===== src/rtl/ship_control.sv =====
// Ship sprite sequencer: once per frame tick it erases the ship,
// moves it from the buttons, then redraws it (plain or with muzzle flash).
module ship_control #(
  parameter int unsigned FRAME_CYCLES = 833333,
  parameter logic [7:0]  X_START      = 8'd78,
  parameter logic [7:0]  Y_START      = 8'd110,
  parameter logic [7:0]  X_MIN        = 8'd0,
  parameter logic [7:0]  X_MAX        = 8'd155,
  parameter logic [7:0]  STEP         = 8'd1
) (
  input  logic       clk,
  input  logic       reset_n,
  input  logic       left,
  input  logic       right,
  input  logic       fire,
  output logic [7:0] x_pos,
  output logic [7:0] y_pos,
  output logic [1:0] op,
  output logic       enable,
  output logic       plot,
  output logic       busy,
  output logic       frame_overrun
);

  localparam int FW = $clog2(FRAME_CYCLES);
  localparam logic [FW-1:0] FLAST = FW'(FRAME_CYCLES - 1);

  localparam logic [1:0] OP_DRAW  = 2'b00;
  localparam logic [1:0] OP_ERASE = 2'b01;
  localparam logic [1:0] OP_FIRE  = 2'b10;

  typedef enum logic [1:0] {
    IDLE,
    ERASE,
    UPDATE,
    DRAW
  } state_t;

  state_t        state;
  logic [FW-1:0] fcnt;
  logic [4:0]    pcnt;
  logic          fire_q;
  logic          tick;
  logic          last_pix;
  logic          fire_clr;
  logic [8:0]    up9;
  logic [8:0]    lo9;
  logic [7:0]    x_next;

  assign tick     = (fcnt == FLAST);
  assign last_pix = (pcnt == 5'd24);
  assign fire_clr = (state == DRAW) && last_pix && (op == OP_FIRE);

  // 9-bit sums keep the clamps free of wrap-around
  assign up9 = {1'b0, x_pos} + {1'b0, STEP};
  assign lo9 = {1'b0, X_MIN} + {1'b0, STEP};

  always_comb begin
    x_next = x_pos;
    unique case (1'b1)
      left && !right: begin
        if ({1'b0, x_pos} < lo9) x_next = X_MIN;
        else                     x_next = x_pos - STEP;
      end
      right && !left: begin
        if (up9 > {1'b0, X_MAX}) x_next = X_MAX;
        else                     x_next = up9[7:0];
      end
      default: x_next = x_pos;
    endcase
  end

  always_ff @(posedge clk or negedge reset_n) begin
    if (!reset_n) begin
      fcnt <= '0;
    end else if (tick) begin
      fcnt <= '0;
    end else begin
      fcnt <= fcnt + 1'b1;
    end
  end

  // a new request in the clearing cycle wins
  always_ff @(posedge clk or negedge reset_n) begin
    if (!reset_n) begin
      fire_q <= 1'b0;
    end else begin
      fire_q <= fire | (fire_q & ~fire_clr);
    end
  end

  always_ff @(posedge clk or negedge reset_n) begin
    if (!reset_n) begin
      state         <= IDLE;
      pcnt          <= '0;
      x_pos         <= X_START;
      y_pos         <= Y_START;
      op            <= OP_DRAW;
      enable        <= 1'b0;
      plot          <= 1'b0;
      busy          <= 1'b0;
      frame_overrun <= 1'b0;
    end else begin
      if (tick && busy) frame_overrun <= 1'b1;
      unique case (state)
        IDLE: begin
          if (tick) begin
            state  <= ERASE;
            pcnt   <= '0;
            op     <= OP_ERASE;
            enable <= 1'b1;
            plot   <= 1'b1;
            busy   <= 1'b1;
          end
        end
        ERASE: begin
          if (last_pix) begin
            state  <= UPDATE;
            pcnt   <= '0;
            enable <= 1'b0;
            plot   <= 1'b0;
          end else begin
            pcnt <= pcnt + 1'b1;
          end
        end
        UPDATE: begin
          state  <= DRAW;
          pcnt   <= '0;
          x_pos  <= x_next;
          op     <= fire_q ? OP_FIRE : OP_DRAW;
          enable <= 1'b1;
          plot   <= 1'b1;
        end
        DRAW: begin
          if (last_pix) begin
            state  <= IDLE;
            pcnt   <= '0;
            enable <= 1'b0;
            plot   <= 1'b0;
            busy   <= 1'b0;
          end else begin
            pcnt <= pcnt + 1'b1;
          end
        end
        default: state <= IDLE;
      endcase
    end
  end

endmodule


===== config.mk =====
export PLATFORM = sky130hd
export DESIGN_NAME = ship_control
export DESIGN_NICKNAME = d
export VERILOG_FILES = /design/src/rtl/ship_control.sv
export SDC_FILE = /design/constraint.sdc
export NUM_CORES = 1
export LEC_CHECK = 0
export ABC_CLOCK_PERIOD_IN_PS = 6420
export CORE_ASPECT_RATIO = 0.9
export CORE_UTILIZATION = 65
export CTS_CLUSTER_SIZE = 8
export DETAILED_ROUTE_END_ITERATION = 8
export DONT_BUFFER_PORTS = 1
export HOLD_SLACK_MARGIN = 0.03
export PLACE_DENSITY = 0.81
export SYNTH_ARGS = -nofsm -noshare
export SYNTH_HDL_FRONTEND = slang
export SYNTH_SLANG_ARGS = --single-unit

===== constraint.sdc =====
create_clock -name clk -period 6.42 [get_ports clk]
set_clock_uncertainty 0.1 [all_clocks]
set_input_delay 0.642 -clock clk [delete_from_list [all_inputs] [get_ports clk]]
set_output_delay 0.642 -clock clk [all_outputs]
set_load 0.01 [all_outputs]

* Word-level counts from Yosys, hierarchy flattened
Cells that the tools add are included.
** Cells by class
- Eq/ne operators :: 10
- Add/sub/neg operators :: 4
- Bitwise logic cells :: 3
- Mux-type cells :: 17
- Magnitude comparators :: 2
- Reduce and logical (&&, ||, !) cells :: 17
** Operator list (count)
- 20-bit by 1-bit adder with 20-bit output, second input constant :: 1
- 20-bit == test, second input constant :: 1
- 20-bit 2-to-1 mux :: 1
- 8-bit 2-to-1 mux :: 2
- 8-bit case mux with 2 select lines :: 1
- 5-bit case mux with 3 select lines :: 1
- 5-bit 2-to-1 mux :: 2
- 8-bit by 1-bit adder with 9-bit output, second input constant :: 1
- 9-bit by 8-bit > comparator with 1-bit output, second input constant :: 1
- 8-bit by 1-bit less-than comparator with 1-bit output, second input constant :: 1
- 2-bit 2-to-1 mux :: 4
- 2-bit case mux with 4 select lines :: 1
- 8-bit by 1-bit subtractor with 8-bit output, second input constant :: 1
- 2-bit == test, second input constant :: 3
- 2-bit inequality test, second input constant :: 3
- 2-bit AND reduction :: 3
- 3-bit AND reduction :: 2
- 2-bit nonzero test :: 3
- 5-bit by 1-bit adder with 5-bit output, second input constant :: 1
- 5-bit == test, second input constant :: 1
- 1-bit logical AND :: 5
- 2-bit case mux with 2 select lines :: 1
- 1-bit case mux with 3 select lines :: 1
- 2-bit by 1-bit == test with 1-bit output, second input constant :: 1
- other kinds (9) :: 11
** Word-level totals
- Bits in registers :: 41
- Word-level logic and storage cells :: 62
- Input bits :: 5

* Logic depth before layout (Yosys ltp)
- Depth in word-level cells :: 6
- Mapped depth :: 9
- Mapped depth without buffers :: 8

* Least setup slack after synthesis
No wires, ideal clock.
- Kind :: reg2reg
- Start point :: register x_pos[1]
- End point :: register x_pos[2]
- Path slack :: 4.064 ns
- Stages on the path, launching flop included :: 8
- Data arrival time :: 2.183 ns
- Path buffers :: 0
- Clock period less this slack :: 2.356 ns
- Cells stage by stage :: dfstp_2 > ha_1 > nand4_1 > mux2_2 > o41ai_1 > nand2_1 > or3_1 > a21oi_1
** Between the ends
- Cells in the longest elaborated chain, start to end :: 4
- Elaborated cells on any way between the ends :: 7
- Those cells by class :: add/sub: 2; order compare: 2; mux: 3
** RTL lines
- start, declared :: RTL line 16 : output logic [7:0] x_pos,
- start signal, assigned :: RTL line 129 : x_pos <= x_next;
- 8-bit by 1-bit adder with 9-bit output :: RTL line 55 : assign up9 = {1'b0, x_pos} + {1'b0, STEP};
- 9-bit by 8-bit > comparator with 1-bit output :: RTL line 66 : if (up9 > {1'b0, X_MAX}) x_next = X_MAX;
- 8-bit 2-to-1 mux :: RTL line 66
- 8-bit case mux with 2 select lines * :: RTL line 60 : unique case (1'b1)
Mark *: on every way between the ends. The rest lies on a longest branch, timed or not.
A chain may end at the register's enable or synchronous reset.

* Worst setup path in the final report
- Start point :: register fcnt[11]
- End point :: register op[0]
** Between the ends
- Cells in the longest elaborated chain, start to end :: 3
** RTL lines
- start, declared :: RTL line 40 : logic [FW-1:0] fcnt;
- start signal, assigned :: RTL line 79 : fcnt <= fcnt + 1'b1;
- 20-bit == test :: RTL line 50 : assign tick = (fcnt == FLAST);
- 2-bit inequality test (no line)
- 2-bit AND reduction (no line)
- end signal, assigned :: RTL line 130 : op <= fire_q ? OP_FIRE : OP_DRAW;
- end, declared :: RTL line 18 : output logic [1:0] op,
Every way passes these cells.

==> flow_summary_export.csv <==
group,metric,value,unit
run_status,status,"finished clean",
sta,fmax,0.361,GHz
place,dp_slack,3630,ps
floorplan,die_h,61.2,µm
setup_path,arrival,2880,ps
setup_path,critPathKind,"reg -> reg",
setup_path,reg2regPathDepth,6,
setup_path,reg2reg_to,"op[0]",
sta,whs,69.3,ps
layout,area.sequential,1030,µm²
cts,cts_buffer_depth,2,
route,routedWlPerCell,14.6,µm
sta,fin_crit,2770,ps
cts,numCtsBuffers,5,
route,drt_wl_total,4750,µm
place,dp_hpwl,3330,µm
synth,synthFlopType,"dfrtp_1",
setup_path,cp.depth,6,
setup_path,critPathBufInv,0,
layout,syn_to_final_growth,3.90,%
route,drt_first_pass_iters,4,
global_route,antenna_found_initial,0,
setup_path,cp-startpoint,"fcnt[11]",
synth,synth_cell_type_count,47,
pwr,cellLeakagePower,1.18,nW
sta,period_share,43.1,%
global_route,grt_pass1_vias,1706,
setup_path,critPathRequiredTime,6530,ps
setup_path,cp_top_family,"simple AND/OR/NAND/NOR gates",
layout,layout_commonest_cell,"nor2_1",
place,io_buffers,0,
layout,nets,296,
floorplan,die_w,67.8,µm
worst_hold_path,hold_class,"in -> async",
setup_path,crit_path_end_kind,"flip-flop",
setup_path,reg2reg_from,"fcnt[11]",
synth,synthCells,282,
synth,avgSynthCellArea,8.99,µm²
cts,htree_levels,2,
cts,clock_sinks,41,
sta,worst_pin_slew,918,ps
setup_path,rrSetupSlack,3650,ps
cts,clockRootBuffer,"clkbuf_8",
floorplan,io_pins,27,
cts,clk_pin_slew_worst_paths,70,ps
layout,num_antenna_cells,0,
synth,syn_area,2530,µm²
layout,multi_input_area,1360,µm²
floorplan,fp-row-count,21,
floorplan,dieArea,4150,µm²
sta,setup_tns,0,ps
route,drc,0,
floorplan,initial_core_util,67.9,%
layout,nFillCells,284,
place,place.gp.congestion,0.884,
setup_path,path_cells,"or4b_1 -> or3_4 -> nor4_4 -> mux2i_1 -> nand2_1 -> o21ai_0",
sta,relSlewSlack,38.4,%
setup_path,crit_fanout,18,
run,drv_cap,0,
route,drt.antenna.violating_nets,0,
synth,seq_area_frac_synth,40.7,%
layout,final_cell_mix,"39 x nor2_1, 37 x dfrtp_1, 20 x nand2_1, 20 x o21ai_0, 17 x xor2_1",
synth,synth-seq-cells,41,
setup_path,start_kind,"flip-flop",
global_route,grt_pass1_wl,7710,µm
synth,synth_edf_count,0,
sta,grt_setup_unrepaired,"no",
synth,async_flop_share,100,%
sta,slew_violations,0,
route,initialDrtViolationCount,121,
layout,drive_gt1_share,8.24,%
sta,setup_viol,0,
synth,yosysWarnings,8,
sta,hold_viol,0,
route,vias_per_cell,5.86,
floorplan,core_area,3730,µm²
cts,cts_tree,"yes",
pwr,peakVddDrop,0.147,mV
route,vias,1906,
sta,setup_slack,3650,ps
pwr,p_per_area,171,nW/µm²
setup_path,max_stage_delay,820,ps
setup_path,critPathSlowestCell,"nor4_4",
global_route,grt_usage,25.6,%
cts,clock_latency,290,ps
global_route,overflow,0,
global_route,grt_max_degree,38,
setup_path,endpoint,"op[0]",
## how the worst min path moves through the flow
stage / start / endpoint / slack (ps) / cells after the start
after floorplan: reset_n / busy / 250 / 0
after global placement: reset_n / fcnt[14] / 250 / 0
after detailed placement: reset_n / fcnt[13] / 250 / 0
after CTS: reset_n / x_pos[6] / 80 / 0
after global routing: reset_n / x_pos[3] / 70 / 0
final: reset_n / fcnt[13] / 70 / 1
## synth_stat cells (all sizes together), types with 4 or more instances
cell	number	area [µm²]
xnor2	8	70.1
nand2b	4	25.0
ha	13	163
inv	16	60.1
dfrtp	37	926
nand3	11	55.1
dfstp	4	105
a21oi	8	40.0
o21ai	21	105
nor3	6	30.0
mux2i	4	40.0
a31oi	6	37.5
nor2	41	159
or3	7	48.8
nand2	20	75.1
clkbuf	8	30.0
xor2	17	149
nand4	10	62.6
buf	11	76.3
## worst reg2reg max path, stage by stage, from the launching register on
cell and delay (ps):
dfrtp_1 400, or4b_1 540, or3_4 380, nor4_4 820, mux2i_1 270, nand2_1 70
o21ai_0 90
## sequential cells by signal, indices dropped and copies added, names as in the netlist
register	count
fcnt	20
x_pos	8
pcnt	5
op	2
state	2
busy	1
fire_q	1
frame_overrun	1
plot	1
## final cells by class
class	instances	area share, %
clock buffers	7	3.66
clock inverters	1	0.190
inverters	16	2.28
multi-input cells	213	51.8
flip-flops and latches	41	39.1
well taps	46	2.19
repair buffers	1	0.760
## report_power, final
part	internal, mW	switching, mW
registers	0.258	0.0000000000000000131
logic	0.00279	0.00869
clock network	0.0970	0.0833
## stage by stage
stage	total power, mW	util (%)	std cells	area (µm²)
6_report	0.450	70.6	325	2630
5_1_grt	0.465	70.6	325	2630
4_1_cts	0.455	70.6	325	2630
3_5_place_dp	0.269	67.3	316	2510
3_3_place_gp	0.269	67.3	316	2510
2_1_floorplan	0.272	-	289	2560
## layer usage
metal  GRT usage, %  share of wire (%)
met1           35.3                 46
met2           39.0                 45
met3           8.33                7.6
met4           7.14                1.1
met5              0                  0
## what timing repair did
action,in CTS,in global routing
setup buffers,0,0
hold endpoints to repair,37,0
gates resized for setup,0,0
hold buffers,1,0
## logic make-up (layout without fill, tap and decap cells)
family | count (synthesis) | count (layout) | synth area share (%)
buf+inv | 35 | 25 | 6.56
fa+ha+maj | 13 | 13 | 6.42
mux | 5 | 5 | 2.02
simple gates | 114 | 114 | 23.0
compound gates | 48 | 48 | 12.5
flops | 41 | 41 | 40.7
other cells | 1 | 8 | 0.148
xor+xnor | 25 | 25 | 8.64
No activity file was read; power rests on OpenSTA's default activity.
==> patch 1 (config.mk and constraints unchanged) <==
The parameter `FRAME_CYCLES` goes from 833333 to 3333332.
--- a/src/rtl/ship_control.sv
+++ b/src/rtl/ship_control.sv
@@ -1,7 +1,7 @@
 // Ship sprite sequencer: once per frame tick it erases the ship,
 // moves it from the buttons, then redraws it (plain or with muzzle flash).
 module ship_control #(
-  parameter int unsigned FRAME_CYCLES = 833333,
+  parameter int unsigned FRAME_CYCLES = 3333332,
   parameter logic [7:0]  X_START      = 8'd78,
   parameter logic [7:0]  Y_START      = 8'd110,
   parameter logic [7:0]  X_MIN        = 8'd0,
Function: no difference found for any inputs over 10 cycles, from zero or initial values and one cycle with reset_n low; that may be too few to reach the edited logic, so the function may still have changed.
==> patch 1 against the original RTL <==
  * Worst setup slack better by 0.089 ns
  * Sequential cell count is 2 higher
  * Design area is 8.3% higher
  * Power is 1.1% higher
  * Wire length is 20% higher
  * Synthesized area is 9.2% higher
  * Non-clock buffer count stayed put
  * Critical path depth stayed put
  * Critical path type unchanged
  * Critical endpoint unchanged
==> patch 1: results (changes against the original RTL) <==
SYNTH
----------------------------------------------------------------------------------------
Most used standard cells in the synthesized netlist ....................... sky130_fd_sc_hd__dfrtp_1, sky130_fd_sc_hd__nor2_1, sky130_fd_sc_hd__o21ai_0, sky130_fd_sc_hd__nand3_1, sky130_fd_sc_hd__nand2_1   was sky130_fd_sc_hd__nor2_1, sky130_fd_sc_hd__dfrtp_1, sky130_fd_sc_hd__nand2_1, sky130_fd_sc_hd__o21ai_0, sky130_fd_sc_hd__xor2_1
Synthesized-area fraction occupied by adder cells .........................        5.42%   was 6.42%
Mux contribution to synthesized area ......................................        2.62%   was 2.02%
Share of the synthesized area in compound gates (AO/OA/AOI/OAI) ...........        17.0%   was 12.5%
Portion of the post-synthesis area used by sequential elements ............        39.0%   was 40.7%
Unique cell type count in the Yosys netlist ...............................           59   was 47

GRT
----------------------------------------------------------------------------------------
Met3 demand-to-capacity share in global routing ...........................        4.73%   was 8.33%
Met1 capacity usage during global routing .................................        40.8%   was 35.3%
Global-route track usage on met2 ..........................................        40.3%   was 39.0%
Pin count of the biggest net entering global routing ......................           40   was 38
Wire length of the first global-routing pass ..............................      9580 um   was 7710 um
Via count of the first global-routing pass ................................         1998   was 1706
Combined global-route utilization of all metal layers .....................        27.2%   was 25.6%

POWER AND IR DROP
----------------------------------------------------------------------------------------
Power Clock ...............................................................     0.171 mW   was 0.180 mW
Worst IR Drop VDD .........................................................     0.158 mV   was 0.147 mV
LEAKAGE ...................................................................      1.25 nW   was 1.18 nW
Cell internal power dissipation ...........................................     0.350 mW   was 0.358 mW

FINAL LAYOUT
----------------------------------------------------------------------------------------
Fillers ...................................................................          317   was 284
Multi-In Gates ............................................................          224   was 213
Total area of multi-input combinational cells .............................     1540 um2   was 1360 um2
Largest regs .............................................................. fcnt x22, x_pos x8, pcnt x5   was fcnt x20, x_pos x8, pcnt x5
Fraction of layout cells with a size suffix above 1 .......................        7.51%   was 8.24%
Number of clock buffers in the layout .....................................            6   was 7
Count of inverters not on the clock network in the layout .................           17   was 16
Sequential share of cell area .............................................        37.9%   was 39.1%
Nets ......................................................................          309   was 296
Non-clock buffers, area share .............................................       0.702%   was 0.760%

STATUS
----------------------------------------------------------------------------------------
Status .................................................................... complete, no violations   unchanged

DETAILED ROUTING
----------------------------------------------------------------------------------------
Met1 Wirelength ...........................................................      2840 um   was 2190 um
Number of search-and-repair iterations in the first detailed-routing pass .            7   was 4
Met2 WL ...................................................................      2440 um   was 2150 um
Met3 wire length ..........................................................       350 um   was 362 um
Violation count after the first detailed-routing iteration ................          301   was 121

CRITICAL PATH
----------------------------------------------------------------------------------------
Data arrival time of the critical path ....................................      2.80 ns   was 2.88 ns
CP startpoint ............................................................. fcnt[0]$_DFF_PN0_   was fcnt[11]$_DFF_PN0_

CLOCKING
----------------------------------------------------------------------------------------
Number of clock sinks .....................................................           43   was 41

PLACED DESIGN
----------------------------------------------------------------------------------------
Routability congestion estimate from global placement .....................        0.964   was 0.884

==> patch 1: final timing paths <==
path | endpoint | slack (ns) | cells past startpoint
worst min-delay path | fcnt[10]$_DFF_PN0_ | 0.07 | 1
worst max-delay path | op[0]$_DFFE_PN0P_ | 3.74 | 6
min in group clk | fire_q$_DFF_PN0_ | 0.32 | 1
worst min register to register | pcnt[4]$_DFFE_PN0P_ | 0.41 | 1
worst max register to register | op[0]$_DFFE_PN0P_ | 3.74 | 6
max in group asynchronous | x_pos[5]$_DFFE_PN0P_ | 5.96 | 1
==> patch 1: through the flow <==
step	setup WS [ns]	power [mW]	hold slack, ns	area, um2	std cells
finish	3.74	0.455	0.0703	2850	341
global route	3.53	0.470	0.0572	2850	341
CTS	3.72	0.460	0.0632	2850	341
detailed placement	3.75	0.283	0.248	2750	332
global placement	3.84	0.283	0.248	2750	332
floorplan	4.10	0.285	0.246	2800	304
==> patch 2 (same settings) <==
Made on the original files. Encoding of `state_t`: now Gray code (2 bits for 4 states).
--- a/src/rtl/ship_control.sv
+++ b/src/rtl/ship_control.sv
@@ -30,10 +30,10 @@
   localparam logic [1:0] OP_FIRE  = 2'b10;
 
   typedef enum logic [1:0] {
-    IDLE,
-    ERASE,
-    UPDATE,
-    DRAW
+    IDLE   = 2'b00,
+    ERASE  = 2'b01,
+    UPDATE = 2'b11,
+    DRAW   = 2'b10
   } state_t;
 
   state_t        state;
Formal check against the unedited RTL: no difference found for any inputs over 10 cycles, from zero or initial values and one cycle with reset_n low; not proved beyond that.
==> patch 2 against the original RTL <==
  * Power up 8.1%
  * Critical path depth is 1 higher
  * Worst setup slack gained 0.088 ns
  * Sequential cell count stayed put
  * Count of clock-buffer cells in the layout unchanged
  * Via count up 10%
  * Wire length rose by 16%
  * Synthesized area grew 3.0%
  * Design area up 3.2%
  * Utilization grew 1.3 points
==> patch 2: results (changes against the original RTL) <==
DETAILED ROUTING
----------------------------------------------------------------------------------------
Violation count after the first detailed-routing iteration ................          297   was 121
Detailed-route vias per instance ..........................................         6.46   was 5.86
Wire length after detailed routing ........................................      5530 um   was 4750 um
Number of search-and-repair iterations in the first detailed-routing pass .            5   was 4

PLACED DESIGN
----------------------------------------------------------------------------------------
Sum of net half-perimeters after detailed placement .......................      3670 um   was 3330 um
Routability congestion estimate from global placement .....................        0.953   was 0.884

CRITICAL PATH
----------------------------------------------------------------------------------------
CP startpoint ............................................................. x_pos[0]$_DFFE_PN0P_   was fcnt[11]$_DFF_PN0_
Max FO, Critical Path .....................................................           15   was 18
Number of cells on the worst reg-to-reg path ..............................            7   was 6
Flop2flop setup slack .....................................................      3.74 ns   was 3.65 ns
Data arrival time of the critical path ....................................      2.82 ns   was 2.88 ns
Timing endpoint of the critical path ...................................... x_pos[6]$_DFFE_PN1P_   was op[0]$_DFFE_PN0P_

GRT
----------------------------------------------------------------------------------------
Combined global-route utilization of all metal layers .....................        28.8%   was 25.6%
Via count of the first global-routing pass ................................         1969   was 1706
Met1 capacity usage during global routing .................................        41.5%   was 35.3%
Wire length of the first global-routing pass ..............................      9230 um   was 7710 um
Met3 demand-to-capacity share in global routing ...........................        7.35%   was 8.33%

POWER AND IR DROP
----------------------------------------------------------------------------------------
Worst IR Drop VDD .........................................................     0.127 mV   was 0.147 mV

FINAL LAYOUT
----------------------------------------------------------------------------------------
Fraction of layout cells with a size suffix above 1 .......................        9.68%   was 8.24%
Fillers ...................................................................          281   was 284

SYNTH
----------------------------------------------------------------------------------------
Portion of the post-synthesis area used by sequential elements ............        39.5%   was 40.7%
Largest cells by area after synthesis ..................................... sky130_fd_sc_hd__dfrtp_1, sky130_fd_sc_hd__ha_1, sky130_fd_sc_hd__dfstp_2, sky130_fd_sc_hd__nor2_1, sky130_fd_sc_hd__xnor2_1   was sky130_fd_sc_hd__dfrtp_1, sky130_fd_sc_hd__ha_1, sky130_fd_sc_hd__xor2_1, sky130_fd_sc_hd__nor2_1, sky130_fd_sc_hd__dfstp_2
Mean post-synth cell area .................................................     9.22 um2   was 8.99 um2
Unique cell type count in the Yosys netlist ...............................           64   was 47

TIMING
----------------------------------------------------------------------------------------
Max transition margin .....................................................        50.3%   was 38.4%

STATUS
----------------------------------------------------------------------------------------
Status .................................................................... complete, no violations   unchanged

[patch 2: cells by family (layout without fill, tap and decap cells)]
group / after synthesis / in the layout / share of synthesized area [%]
flops: 41 / 41 / 39.5
fa+ha+maj: 13 / 13 / 6.23
buf+inv: 35 / 24 / 6.42
xor+xnor: 18 / 18 / 6.04
simple gates: 105 / 105 / 22.6
compound gates: 67 / 67 / 17.9
mux: 3 / 3 / 1.15
other cells: 1 / 8 / 0.144
[patch 2: worst max-delay path: stages (launching register included)]
cell                        delay, ns
sky130_fd_sc_hd__dfrtp_1         0.65
sky130_fd_sc_hd__inv_1           0.16
sky130_fd_sc_hd__ha_1            0.37
sky130_fd_sc_hd__nor3b_1         0.31
sky130_fd_sc_hd__or3b_2          0.48
sky130_fd_sc_hd__o2111ai_1       0.13
sky130_fd_sc_hd__o21ai_1         0.13
sky130_fd_sc_hd__o221a_2         0.30
[patch 2: power groups by stage]
stage                     clock [mW]  sequential (mW)  combinational (mW)
after CTS                      0.217            0.258              0.0125
after global routing           0.227            0.258              0.0143
after floorplan                    0            0.263             0.00916
after detailed placement           0            0.263             0.00643
after global placement             0            0.263             0.00629
final                          0.216            0.258              0.0123
[patch 2: cell type report]
| type | count | share of cell area [%] |
|---|---|---|
| Tap cell | 46 | 2.12 |
| Sequential cell | 41 | 37.9 |
| Clock buffer | 7 | 3.18 |
| Clock inverter | 1 | 1.10 |
| Timing Repair Buffer | 1 | 0.736 |
| Multi-Input combinational cell | 214 | 52.9 |
| Inverter | 15 | 2.07 |
[patch 2: stage by stage]
| step | power, mW | hold slack [ns] | setup slack [ns] |
|---|---|---|---|
| global placement | 0.270 | 0.247 | 3.96 |
| floorplan | 0.272 | 0.246 | 3.89 |
| global route | 0.499 | 0.0701 | 3.58 |
| detailed placement | 0.270 | 0.247 | 3.90 |
| CTS | 0.488 | 0.0789 | 3.77 |
| finish | 0.486 | 0.0755 | 3.74 |
[patch 2: worst min-delay path by stage]
stage,from,to,slack (ns),depth (start not counted)
floorplan,reset_n,busy$_DFFE_PN0P_,0.25,0
global route,reset_n,x_pos[6]$_DFFE_PN1P_,0.07,0
finish,reset_n,fcnt[16]$_DFF_PN0_,0.08,1
CTS,reset_n,x_pos[6]$_DFFE_PN1P_,0.08,0
global placement,reset_n,fcnt[8]$_DFF_PN0_,0.25,0
detailed placement,reset_n,fcnt[8]$_DFF_PN0_,0.25,0
[patch 2: per-layer routing]
layer | up-vias | routed length, um | share of wire, %
li1 | 984 | - | -
met1 | 1006 | 2500 | 45
met2 | 97 | 2540 | 46
met3 | 14 | 381 | 6.9
met4 | 0 | 111 | 2.0
met5 | - | 0 | 0
[patch 2: repair_timing]
| action | in CTS | in global routing |
|---|---|---|
| hold buffers | 1 | 0 |
| setup endpoints to repair | 0 | 0 |
| hold endpoints to repair | 37 | 0 |
